`config.mk`:
```
export PLATFORM = sky130hd
export DESIGN_NAME = mips_rf_dumper
export DESIGN_NICKNAME = d
export VERILOG_FILES = /design/src/rtl/mips_rf_pkg.sv /design/src/rtl/mips_rf_dumper.sv
export SDC_FILE = /design/constraint.sdc
export NUM_CORES = 1
export LEC_CHECK = 0
export ABC_AREA = 1
export CORE_AREA = 2 2 81 114
export DETAILED_ROUTE_END_ITERATION = 7
export DIE_AREA = 0 0 83 116
export PLACE_DENSITY_LB_ADDON = 0.05
export SLEW_MARGIN = 20
export SYNTH_ARGS = -nofsm -noshare
export SYNTH_HDL_FRONTEND = slang
export SYNTH_SLANG_ARGS = --single-unit
```
`constraint.sdc`:
```
create_clock -name clk -period 1.6 [get_ports clk]
set_clock_uncertainty 0.15 [all_clocks]
set_input_delay 0.16 -clock clk [delete_from_list [all_inputs] [get_ports clk]]
set_output_delay 0.16 -clock clk [all_outputs]
set_load 0.02 [all_outputs]
```
`src/rtl/mips_rf_pkg.sv`:
```
`default_nettype none
// ============================================================================
// Module   : mips_rf_pkg
// Purpose  : Shared constants and types for the register-file dump sequencer:
//            default widths, FSM state encoding and the output beat record.
// Revision : 1.0 - initial release
// ============================================================================
package mips_rf_pkg;

    // Default register file geometry
    localparam int RF_ADDR_WIDTH = 5;
    localparam int RF_DATA_WIDTH = 32;

    // Dumper FSM states, explicit 2-bit encoding
    typedef enum logic [1:0] {
        ST_IDLE  = 2'd0,
        ST_FETCH = 2'd1,
        ST_SEND  = 2'd2
    } state_t;

    // One output beat: register number, its contents, end-of-range flag
    typedef struct packed {
        logic [RF_ADDR_WIDTH-1:0] regnum;
        logic [RF_DATA_WIDTH-1:0] data;
        logic                     last;
    } beat_t;

endpackage : mips_rf_pkg
`default_nettype wire

```
`src/rtl/mips_rf_dumper.sv`:
```
`default_nettype none
// ============================================================================
// Module   : mips_rf_dumper
// Purpose  : Walks an inclusive register range through one combinational
//            regfile read port and streams each register out as a
//            valid/ready beat tagged with its register number.
// Revision : 1.0 - initial release
// ============================================================================
module mips_rf_dumper
    import mips_rf_pkg::*;
#(
    parameter int DATA_WIDTH = mips_rf_pkg::RF_DATA_WIDTH,
    parameter int ADDR_WIDTH = mips_rf_pkg::RF_ADDR_WIDTH
) (
    input  logic                  clk,
    input  logic                  reset,       // asynchronous, active-low
    input  logic                  start,
    input  logic [ADDR_WIDTH-1:0] first_reg,
    input  logic [ADDR_WIDTH-1:0] last_reg,
    input  logic                  abort,
    output logic [ADDR_WIDTH-1:0] rd_regnum,
    input  logic [DATA_WIDTH-1:0] rd_data,
    output logic                  out_valid,
    input  logic                  out_ready,
    output logic [ADDR_WIDTH-1:0] out_regnum,
    output logic [DATA_WIDTH-1:0] out_data,
    output logic                  out_last,
    output logic                  busy,
    output logic                  done
);

    state_t                state;
    state_t                state_next;
    logic [ADDR_WIDTH-1:0] idx;         // register currently being fetched/sent
    logic [ADDR_WIDTH-1:0] end_idx;     // last register of the range, inclusive
    logic [ADDR_WIDTH-1:0] idx_inc;
    logic                  fire;
    logic                  range_ok;

    // Handshake, bypassed read address and status decoded from current state
    always_comb begin
        fire     = out_valid & out_ready;
        idx_inc  = idx + 1'b1;
        range_ok = (first_reg <= last_reg);
        busy     = (state != ST_IDLE);
        // On an accepted non-final beat the next register is read this same
        // cycle so the replacement beat is captured on the accepting edge.
        if ((state == ST_SEND) && fire && !out_last) begin
            rd_regnum = idx_inc;
        end else begin
            rd_regnum = idx;
        end
    end

    // State register
    always_ff @(posedge clk or negedge reset) begin
        if (!reset) begin
            state <= ST_IDLE;
        end else begin
            state <= state_next;
        end
    end

    // Next-state logic; abort wins over everything once a dump is running
    always_comb begin
        state_next = state;
        case (state)
            ST_IDLE: begin
                if (start && range_ok) begin
                    state_next = ST_FETCH;
                end
            end
            ST_FETCH: begin
                if (abort) begin
                    state_next = ST_IDLE;
                end else begin
                    state_next = ST_SEND;
                end
            end
            ST_SEND: begin
                if (abort) begin
                    state_next = ST_IDLE;
                end else if (fire && out_last) begin
                    state_next = ST_IDLE;
                end
            end
            default: begin
                state_next = ST_IDLE;
            end
        endcase
    end

    // Range pointers, output beat register and done pulse
    always_ff @(posedge clk or negedge reset) begin
        if (!reset) begin
            idx        <= '0;
            end_idx    <= '0;
            out_valid  <= 1'b0;
            out_regnum <= '0;
            out_data   <= '0;
            out_last   <= 1'b0;
            done       <= 1'b0;
        end else begin
            done <= 1'b0;
            case (state)
                ST_IDLE: begin
                    if (start) begin
                        if (range_ok) begin
                            idx     <= first_reg;
                            end_idx <= last_reg;
                        end else begin
                            // Empty range: nothing to send, finish at once
                            done <= 1'b1;
                        end
                    end
                end
                ST_FETCH: begin
                    if (abort) begin
                        out_valid <= 1'b0;
                    end else begin
                        out_data   <= rd_data;
                        out_regnum <= idx;
                        out_last   <= (idx == end_idx);
                        out_valid  <= 1'b1;
                    end
                end
                ST_SEND: begin
                    if (abort) begin
                        // In-flight beat is dropped even if it fires now
                        out_valid <= 1'b0;
                    end else if (fire) begin
                        if (out_last) begin
                            out_valid <= 1'b0;
                            done      <= 1'b1;
                        end else begin
                            idx        <= idx_inc;
                            out_data   <= rd_data;
                            out_regnum <= idx_inc;
                            out_last   <= (idx_inc == end_idx);
                        end
                    end
                    // Without fire the held beat stays untouched
                end
                default: begin
                    out_valid <= 1'b0;
                end
            endcase
        end
    end

endmodule : mips_rf_dumper
`default_nettype wire

```
==> metrics.yaml, run 1 <==
status: "complete, but fails checks"
violations: "negative setup slack"
place_congestion: 0.8517
grt_pass1_vias: 2319
cts_tree: "yes"
reg2reg_depth: 10
core_um2: 8558
ir_drop_mv: 0.7522
preCtsSetupSlack_ps: -657.6
synth_common_cells: "nand2_1 (69), dfrtp_1 (52), inv_1 (28), mux2_2 (28), o21ai_0 (13)"
cts_buffers: 5
dr.pass1.iters: 4
fillerInstances: 790
syn2layout_area_growth_pct: 81.25
synth_cell_type_count: 25
p_leak_uw: 0.002267
fmax_ghz: 0.5558
yosys_warnings: 0
start_kind: "flip-flop"
avgSynthCellArea_um2: 9.830
grt-ovfl-total: 0
finalSetupTns_ps: -5171
dieArea_um2: 9628
worstSetupPathType: "flip-flop to primary output"
power_density_nw_per_um2: 1721
setup_viol: 47
die_h_um: 116
hold_end: "end_idx[2]"
drc: 0
place_area_um2: 3930
syn_inst: 258
min_period_over_period_pct: 112.4
p_total_uw: 7913
ys_seq_elements: 52
end_kind: "primary output"
antenna_found_initial: 0
crit_arrival_ps: 1490
ys_seq_area_share_pct: 51.31
wire_per_inst_um: 13.45
grt_usage_pct: 15.08
drtAntennaViolNets: 0
rows: 40
drt_iter0_markers: 39
cp_max_fo: 6
ys_async_sr_fraction_pct: 100.0
min_path_type: "primary input to flip-flop"
port_buffers: 92
ys_top_cells_by_area: "dfrtp_1 (51%), mux2_2 (12%), nand2_1 (10%)"
start_util_pct: 29.63
max_slew_margin_pct: 80.28
post-synth-top-count-cell: "nand2_1"
clock-sinks: 52
cap_violations: 0
fin_crit_ps: 1799
pin_count: 93
fp.dieW_um: 83
synth_nets: 311
synth_area_um2: 2536
via_count: 2290
diodes: 0
synth_top_area_share_pct: 51.31
hp-start: "last_reg[2]"
synth_area_leader_cell: "dfrtp_1"
grt_max_degree: 43
avgViaCountPerCell: 4.387
hpwl_um: 5071
cp.required_ps: 1290
clk_pin_slew_worst_paths_ps: 70
design_area_um2: 4597
htree_num_levels: 2
rsz0062_at_grt: "yes"
grt_pass1_wl_um: 11310
clk_latency_ps: 300
drive_gt1_share_pct: 38.61
timing.rr.end: "out_data[12]"
cts_buffer_depth: 2
synthFlopType: "dfrtp_1"
r2r_start: "state[0]"
slew_viol_final: 0
layout_setup_ws_ps: -199.2
wl_um: 7022
synth_edf_count: 0
post-route-util_pct: 53.71
layout.nets: 469
timing.hold.worst_path_depth: 3
hold_viol: 0
r2r_slack_ps: -200
tightestPinTransition_ps: 295.8
clock_tree.root_cell: "clkbuf_16"
[layout by cell type, fill, tap and decap left out, types with 4 or more instances in the layout]
master	Yosys	routed
dlymetal6s2s_1	0	12
buf_4	0	47
dfrtp_1	52	49
mux2_2	28	27
a21oi_1	11	6
nor2_2	1	4
clkbuf_16	0	5
a21oi_2	0	5
inv_1	28	23
inv_2	1	6
clkdlybuf4s15_1	0	4
o21ai_2	1	5
clkdlybuf4s50_1	0	63
buf_6	3	12
ha_4	0	4
dlygate4sd2_1	0	6
buf_12	0	5
o21ai_0	13	6
nand2_1	69	58
nand3_1	11	9
nor2_1	11	5
mux2_4	0	6
nand2_2	2	11
[through the flow]
step	hold WS, ps	std cells
finish	122.0	522
global route	151.2	522
CTS	121.1	515
detailed placement	-86.38	495
global placement	-90.11	495
floorplan	-285.6	258
[worst max-delay path, stage by stage, from the launching register on]
cell     delay [ps]
dfrtp_1         370
inv_1            60
nand2_2          70
nor2_2          100
inv_2            60
nor2_4          100
buf_6           130
nand2_1          70
o21ai_2          80
buf_6           140
[power breakdown]
group	internal (µW)	leakage [µW]	total, µW	switching [µW]
logic	2300	0.00155	4330	2030
registers	1930	0.000626	2280	356
clock network	824	0.0000901	1300	472
total	5050	0.00227	7910	2860
[timing repair]
item | 4_1_cts | 5_1_grt
hold buffers | 1 | 0
setup buffers | 10 | 7
hold endpoints to repair | 52 | 0
setup endpoints to repair | 56 | 64
resized for setup | 77 | 61
pin swaps | 12 | 17
cloned | 2 | 0
[area by class of cell]
type / count / area [µm²] / area share [%]
inverter: 29 / 108.9 / 2.368
tap: 105 / 131.4 / 2.858
clock buffer: 7 / 152.6 / 3.321
sequential: 52 / 1305 / 28.39
timing repair buffer: 155 / 1551 / 33.75
multi-input combinational: 173 / 1318 / 28.66
clock inverter: 1 / 30.03 / 0.6532
[worst max-delay path by stage]
stage | start | to | slack [ps]
after floorplan | out_valid | out_data[10] | -20
after global placement | out_ready | rd_regnum[1] | -670
after detailed placement | out_ready | rd_regnum[1] | -660
after CTS | state[0] | rd_regnum[2] | -270
after global routing | state[0] | rd_regnum[4] | -280
final | state[0] | rd_regnum[1] | -200
[per-layer routing]
layer	vias up	GRT usage [%]	share of wire, %
li1	1157	-	-
met1	1062	16.61	39
met2	64	28.55	56
met3	7	2.635	3.9
met4	0	6.339	1.3
met5	-	0	0
[sequential cells by signal, summed over array words and instances, names as in the netlist]
| signal | count |
|---|---|
| done | 1 |
| end_idx | 5 |
| idx | 5 |
| out_data | 32 |
| out_last | 1 |
| out_regnum | 5 |
| out_valid | 1 |
| state | 2 |
[cell families after synthesis]
logic type      Yosys count  share of synthesized area, %
fa+ha+maj                 6                         2.960
flops                    52                         51.31
compound gates           28                         6.266
mux                      35                         15.54
simple gates             98                         16.08
buf+inv                  33                         5.772
xor+xnor                  6                         2.072
Note: power is estimated with default switching activity, not from simulation.
==> inputs of run 2 (changes only) <==
Settings changed: DONT_BUFFER_PORTS set to 1, SKIP_LAST_GASP set to 1, SLEW_MARGIN 20 to unset.
==> run 2 against run 1 <==
Effect of this change:
- the flow still finishes with violations (negative setup slack)
- sequential cell count unchanged
- combinational power shrank 45%
- count of clock-buffer cells in the layout shrank 2
- global-route usage grew 0.24 points
- wire length increased by 0.64%
- setup slack got worse by 65 ps
- via count fell by 10%
- non-clock buffer count is 63 lower
- final cell count fell by 12%
- design area decreased by 15%
- power fell by 18%
- sequential share of layout area grew 4.9 points
- critical endpoint is now rd_regnum[0]
- largest cell class is now flip-flops and latches
- highest routed layer unchanged
==> metrics.yaml, run 2 (synthesized netlist as in run 1, its figures left out) <==
fp.dieW_um: 83  # unchanged
drt_iter0_markers: 30  # -23%
fmax_ghz: 0.5364  # -3.5%
max_slew_margin_pct: 81.90  # +1.6 points
slew_viol_final: 0  # unchanged
die_h_um: 116  # unchanged
wl_um: 7067  # +0.64%
drtAntennaViolNets: 0  # unchanged
htree_num_levels: 2  # unchanged
crit_arrival_ps: 1550  # +60 ps
rsz0062_at_grt: "yes"
hpwl_um: 4585  # -9.6%
grt_pass1_wl_um: 11420  # +0.97%
syn2layout_area_growth_pct: 54.42
cap_violations: 0  # unchanged
cts_buffers: 5  # unchanged
fin_crit_ps: 1864  # +65.16 ps
grt_usage_pct: 15.32  # +0.24 points
clock_tree.root_cell: "clkbuf_16"
post-route-util_pct: 45.76  # -8.0 points
p_leak_uw: 0.001882  # -17%
status: "complete, but fails checks"
start_kind: "flip-flop"
antenna_found_initial: 0  # unchanged
via_count: 2061  # -10%
preCtsSetupSlack_ps: -80.12  # +577.5 ps
cts_tree: "yes"
setup_viol: 46  # -2.1%
min_period_over_period_pct: 116.5  # +4.1 points
port_buffers: 0  # -100%
cp.required_ps: 1290  # about the same
avgViaCountPerCell: 4.500  # +2.6%
end_kind: "primary output"
dieArea_um2: 9628  # unchanged
wire_per_inst_um: 15.43  # +15%
dr.pass1.iters: 4  # unchanged
clk_pin_slew_worst_paths_ps: 70  # about the same
finalSetupTns_ps: -4612  # +558.4 ps
core_um2: 8558  # unchanged
worstSetupPathType: "flip-flop to primary output"
drive_gt1_share_pct: 34.84  # -3.8 points
largest_reg_flops: 32  # unchanged
power_density_nw_per_um2: 1651  # -4.1%
cp_max_fo: 5  # -1
pin_count: 93  # unchanged
diodes: 0  # unchanged
tightestPinTransition_ps: 271.5  # -24.29 ps
layout_setup_ws_ps: -264.3  # -65.16 ps
violations: "negative setup slack"
hold_viol: 0  # unchanged
regMostFlops: "out_data"
start_util_pct: 29.63  # unchanged
clock-sinks: 52  # unchanged
rows: 40  # unchanged
grt-ovfl-total: 0  # unchanged
final_common_cell: "nand2_1"
min_path_type: "primary input to flip-flop"
clk_latency_ps: 300  # about the same
p_total_uw: 6466  # -18%
grt_pass1_vias: 2336  # +0.73%
ir_drop_mv: 0.8195  # +8.9%
place_inst: 390  # -21%
place_congestion: 0.7393  # -13%
layout.nets: 406  # -13%
cts_buffer_depth: 2  # unchanged
drc: 0  # unchanged
grt_max_degree: 53  # +23%
fin_cells: 458  # -12%
r2r_slack_ps: -200  # about the same
layout_common_cells: "nand2_1 (65), dfrtp_1 (50), dlygate4sd3_1 (44)"
run 2: cell count changes in the layout (fill, tap and decap cells not counted), moves of 4 or more:
cell / delta
clkdlybuf4s50_1: -63
dlygate4sd3_1: +43
buf_4: -20
dlymetal6s2s_1: -12
nand2_1: +7
nand2_2: -7
dlygate4sd2_1: -6
clkdlybuf4s15_1: -4
run 2: where the power goes:
group / total, µW / switching [µW] / internal, µW / leakage, µW
logic: 2400 / 1090 / 1310 / 0.00119
registers: 3010 / 1080 / 1920 / 0.000628
clock network: 1060 / 495 / 570 / 0.0000657
run 2: stage by stage:
stage	hold slack, ps	cell area, µm²
floorplan	-285.6	2540
detailed placement	-284.5	2904
global placement	-284.5	2904
finish	23.52	3916
global route	35.14	3916
CTS	9.331	3856
run 2: timing repair:
item / in CTS / in global routing
setup endpoints to repair: 50 / 54
endpoints found under the hold margin: 98 / 0
setup buffers: 11 / 3
pin swaps: 3 / 4
gates resized for setup: 29 / 41
hold buffers: 45 / 0
gates cloned: 6 / 1
run 2: path summary, 6_finish.rpt:
path                             from             to  cells after the start
hold reg to reg            end_idx[3]     end_idx[3]                      2
min in group asynchronous       reset  out_regnum[2]                      2
setup / recovery             state[0]   rd_regnum[0]                      8
max in group asynchronous       reset      out_valid                      2
setup reg to reg             state[0]    out_data[1]                     10
hold / removal                  start           done                      4
run 2: final cells by class:
class	count	area (µm²)
clock buffer	5	125.1
clock inverter	2	12.51
fill	844	4642
inverter	29	111.4
multi-input combinational	173	1264
sequential	52	1304
tap	105	131.4
timing repair buffer	92	968.4
run 2: worst max-delay path, stage by stage (launching register included):
cell and delay (ps):
dfrtp_1 390, inv_2 70, nand2_4 60, nor2_4 100, inv_2 50, nor2_4 130
buf_6 160, xor2_2 160, buf_6 140
run 2: layer usage:
layer / up-vias / GRT usage, % / part of all wire (%)
li1: 1027 / - / -
met1: 962 / 16.01 / 37
met2: 63 / 29.78 / 56
met3: 9 / 3.205 / 4.5
met4: 0 / 6.120 / 2.1
met5: - / 0 / 0
==> inputs of run 3 (changes only) <==
Settings changed: CELL_PAD_IN_SITES_DETAIL_PLACEMENT set to 0, CELL_PAD_IN_SITES_GLOBAL_PLACEMENT set to 1.
==> run 3 against run 2 <==
Effect of this change:
- the run still ends with negative setup slack left
- hold slack lost 14 ps
- count of clock-buffer cells in the layout grew 1
- combinational power grew 13%
- core utilization grew 2.3 points
- fmax grew 2.9%
- clock power grew 5%
- first-iteration DRC count grew 87%
- largest power group unchanged
==> metrics.yaml, run 3 (synthesized netlist as in run 1, its figures left out) <==
layout.nets: 417  # +2.7%
drc: 0  # unchanged
r2r_slack_ps: -160  # +40 ps
wire_per_inst_um: 15.32  # -0.73%
syn2layout_area_growth_pct: 62.16
start_util_pct: 29.63  # unchanged
clock-sinks: 52  # unchanged
cp.required_ps: 1290  # about the same
crit_arrival_ps: 1500  # -50 ps
hpwl_um: 4780  # +4.3%
clk_pin_slew_worst_paths_ps: 70  # about the same
layout_common_cells: "nand2_1 (63), dfrtp_1 (48), dlygate4sd3_1 (45)"
final_common_cell: "nand2_1"
preCtsSetupSlack_ps: -130.2  # -50.10 ps
ir_drop_mv: 0.7963  # -2.8%
cp_max_fo: 3  # -2
rows: 40  # unchanged
via_count: 2137  # +3.7%
largest_reg_flops: 32  # unchanged
drt_iter0_markers: 56  # +87%
fillerInstances: 787  # -6.8%
multi_input_area_um2: 1306  # +3.4%
avgViaCountPerCell: 4.547  # +1.0%
drtAntennaViolNets: 0  # unchanged
highest_layer: "met4"
drive_gt1_share_pct: 38.08  # +3.2 points
power_density_nw_per_um2: 1664  # +0.77%
clk_latency_ps: 290  # about the same
area.sequential_um2: 1306  # +0.19%
grt_pass1_vias: 2320  # -0.68%
drt-met1-wl_um: 2623  # about the same
antenna_found_initial: 0  # unchanged
p_leak_uw: 0.001995  # +6.0%
wl_met3_um: 328  # +2.5%
wl_um: 7199  # +1.9%
hold_viol: 0  # unchanged
die_h_um: 116  # unchanged
fin_cells: 470  # +2.6%
regMostFlops: "out_data"
dr_wl_met2_um: 4172  # +4.9%
htree_num_levels: 2  # unchanged
setup_viol: 48  # +4.3%
fmax_ghz: 0.5522  # +2.9%
core_um2: 8558  # unchanged
end_kind: "primary output"
dieArea_um2: 9628  # unchanged
diodes: 0  # unchanged
place_congestion: 0.7415  # +0.30%
max_slew_margin_pct: 82.18  # +0.28 points
grt_max_degree: 53  # unchanged
grt_pass1_wl_um: 11770  # +3.1%
cts_buffer_depth: 2  # unchanged
min_path_type: "primary input to flip-flop"
design_area_um2: 4113  # +5.0%
cts_buffers: 5  # unchanged
min_period_over_period_pct: 113.2  # -3.3 points
violations: "negative setup slack"
place_inst: 397  # +1.8%
fp.dieW_um: 83  # unchanged
dr.pass1.iters: 4  # unchanged
port_buffers: 0  # unchanged
status: "complete, but fails checks"
rsz0062_at_grt: "yes"
tightestPinTransition_ps: 267.3  # -4.175 ps
cts_tree: "yes"
cap_violations: 0  # unchanged
pin_count: 93  # unchanged
clock_tree.root_cell: "clkbuf_16"
slew_viol_final: 0  # unchanged
layout_setup_ws_ps: -210.9  # +53.39 ps
fin_crit_ps: 1811  # -53.39 ps
post-route-util_pct: 48.06  # +2.3 points
worstSetupPathType: "flip-flop to primary output"
start_kind: "flip-flop"
grt_usage_pct: 15.66  # +0.34 points
place_area_um2: 2957  # +1.8%
grt-ovfl-total: 0  # unchanged
==> run 3: changes by cell type in the layout (fill, tap and decap cells not counted), sizes merged <==
cell,change
buf,+11
clkinv,-1
clkinvlp,+1
dlygate4sd3,+1
==> run 3: timing repair <==
action                     4_1_cts  5_1_grt
hold endpoints to repair        98        0
buffers inserted                13        3
hold buffers                    46        0
cloned                           5        0
resized for setup               47       36
pin swaps                        9        4
setup endpoints to repair       51       54
==> run 3: final timing paths <==
check / end / start / depth (start not counted)
min in group asynchronous: out_data[24] / reset / 2
worst min-delay path: done / out_ready / 4
worst max-delay path: rd_regnum[4] / idx[0] / 6
worst max register to register: out_data[30] / state[0] / 10
worst min register to register: end_idx[3] / end_idx[3] / 2
max in group asynchronous: out_valid / reset / 2
==> run 3: metal layers <==
| layer | vias to the layer above | track usage (%) |
|---|---|---|
| met2 | 63 | 31.18 |
| met5 | - | 0 |
| li1 | 1049 | - |
| met1 | 1020 | 16.34 |
| met4 | 0 | 4.262 |
| met3 | 5 | 3.632 |
==> run 3: layout make-up <==
cell class                 count  area share (%)
sequential                    52           31.76
multi-input combinational    173           31.76
clock inverter                 2          0.3651
inverter                      29           2.768
timing repair buffer         103           26.77
clock buffer                   6           3.377
tap                          105           3.194
==> run 3: worst max-delay path, cell delays in order, from the launching register on <==
cell	delay [ps]
dfrtp_2	450
ha_4	190
nand3_4	90
xor2_1	190
nand2_1	90
o21ai_2	70
buf_6	140
==> run 3: stage by stage <==
step                hold WS, ps  TNS [ps]  total power [µW]
floorplan                -285.6    -510.6              4153
global placement         -284.4     -2425              4974
detailed placement       -283.9     -2910              4989
CTS                      -10.05     -7116              6745
global route              42.11    -10030              7314
finish                    9.060     -5946              6843
==> run 3: power breakdown <==
group          total (µW)  internal, µW  switching [µW]
registers            3030          1930            1100
clock network        1110           623             491
logic                2700          1520            1190
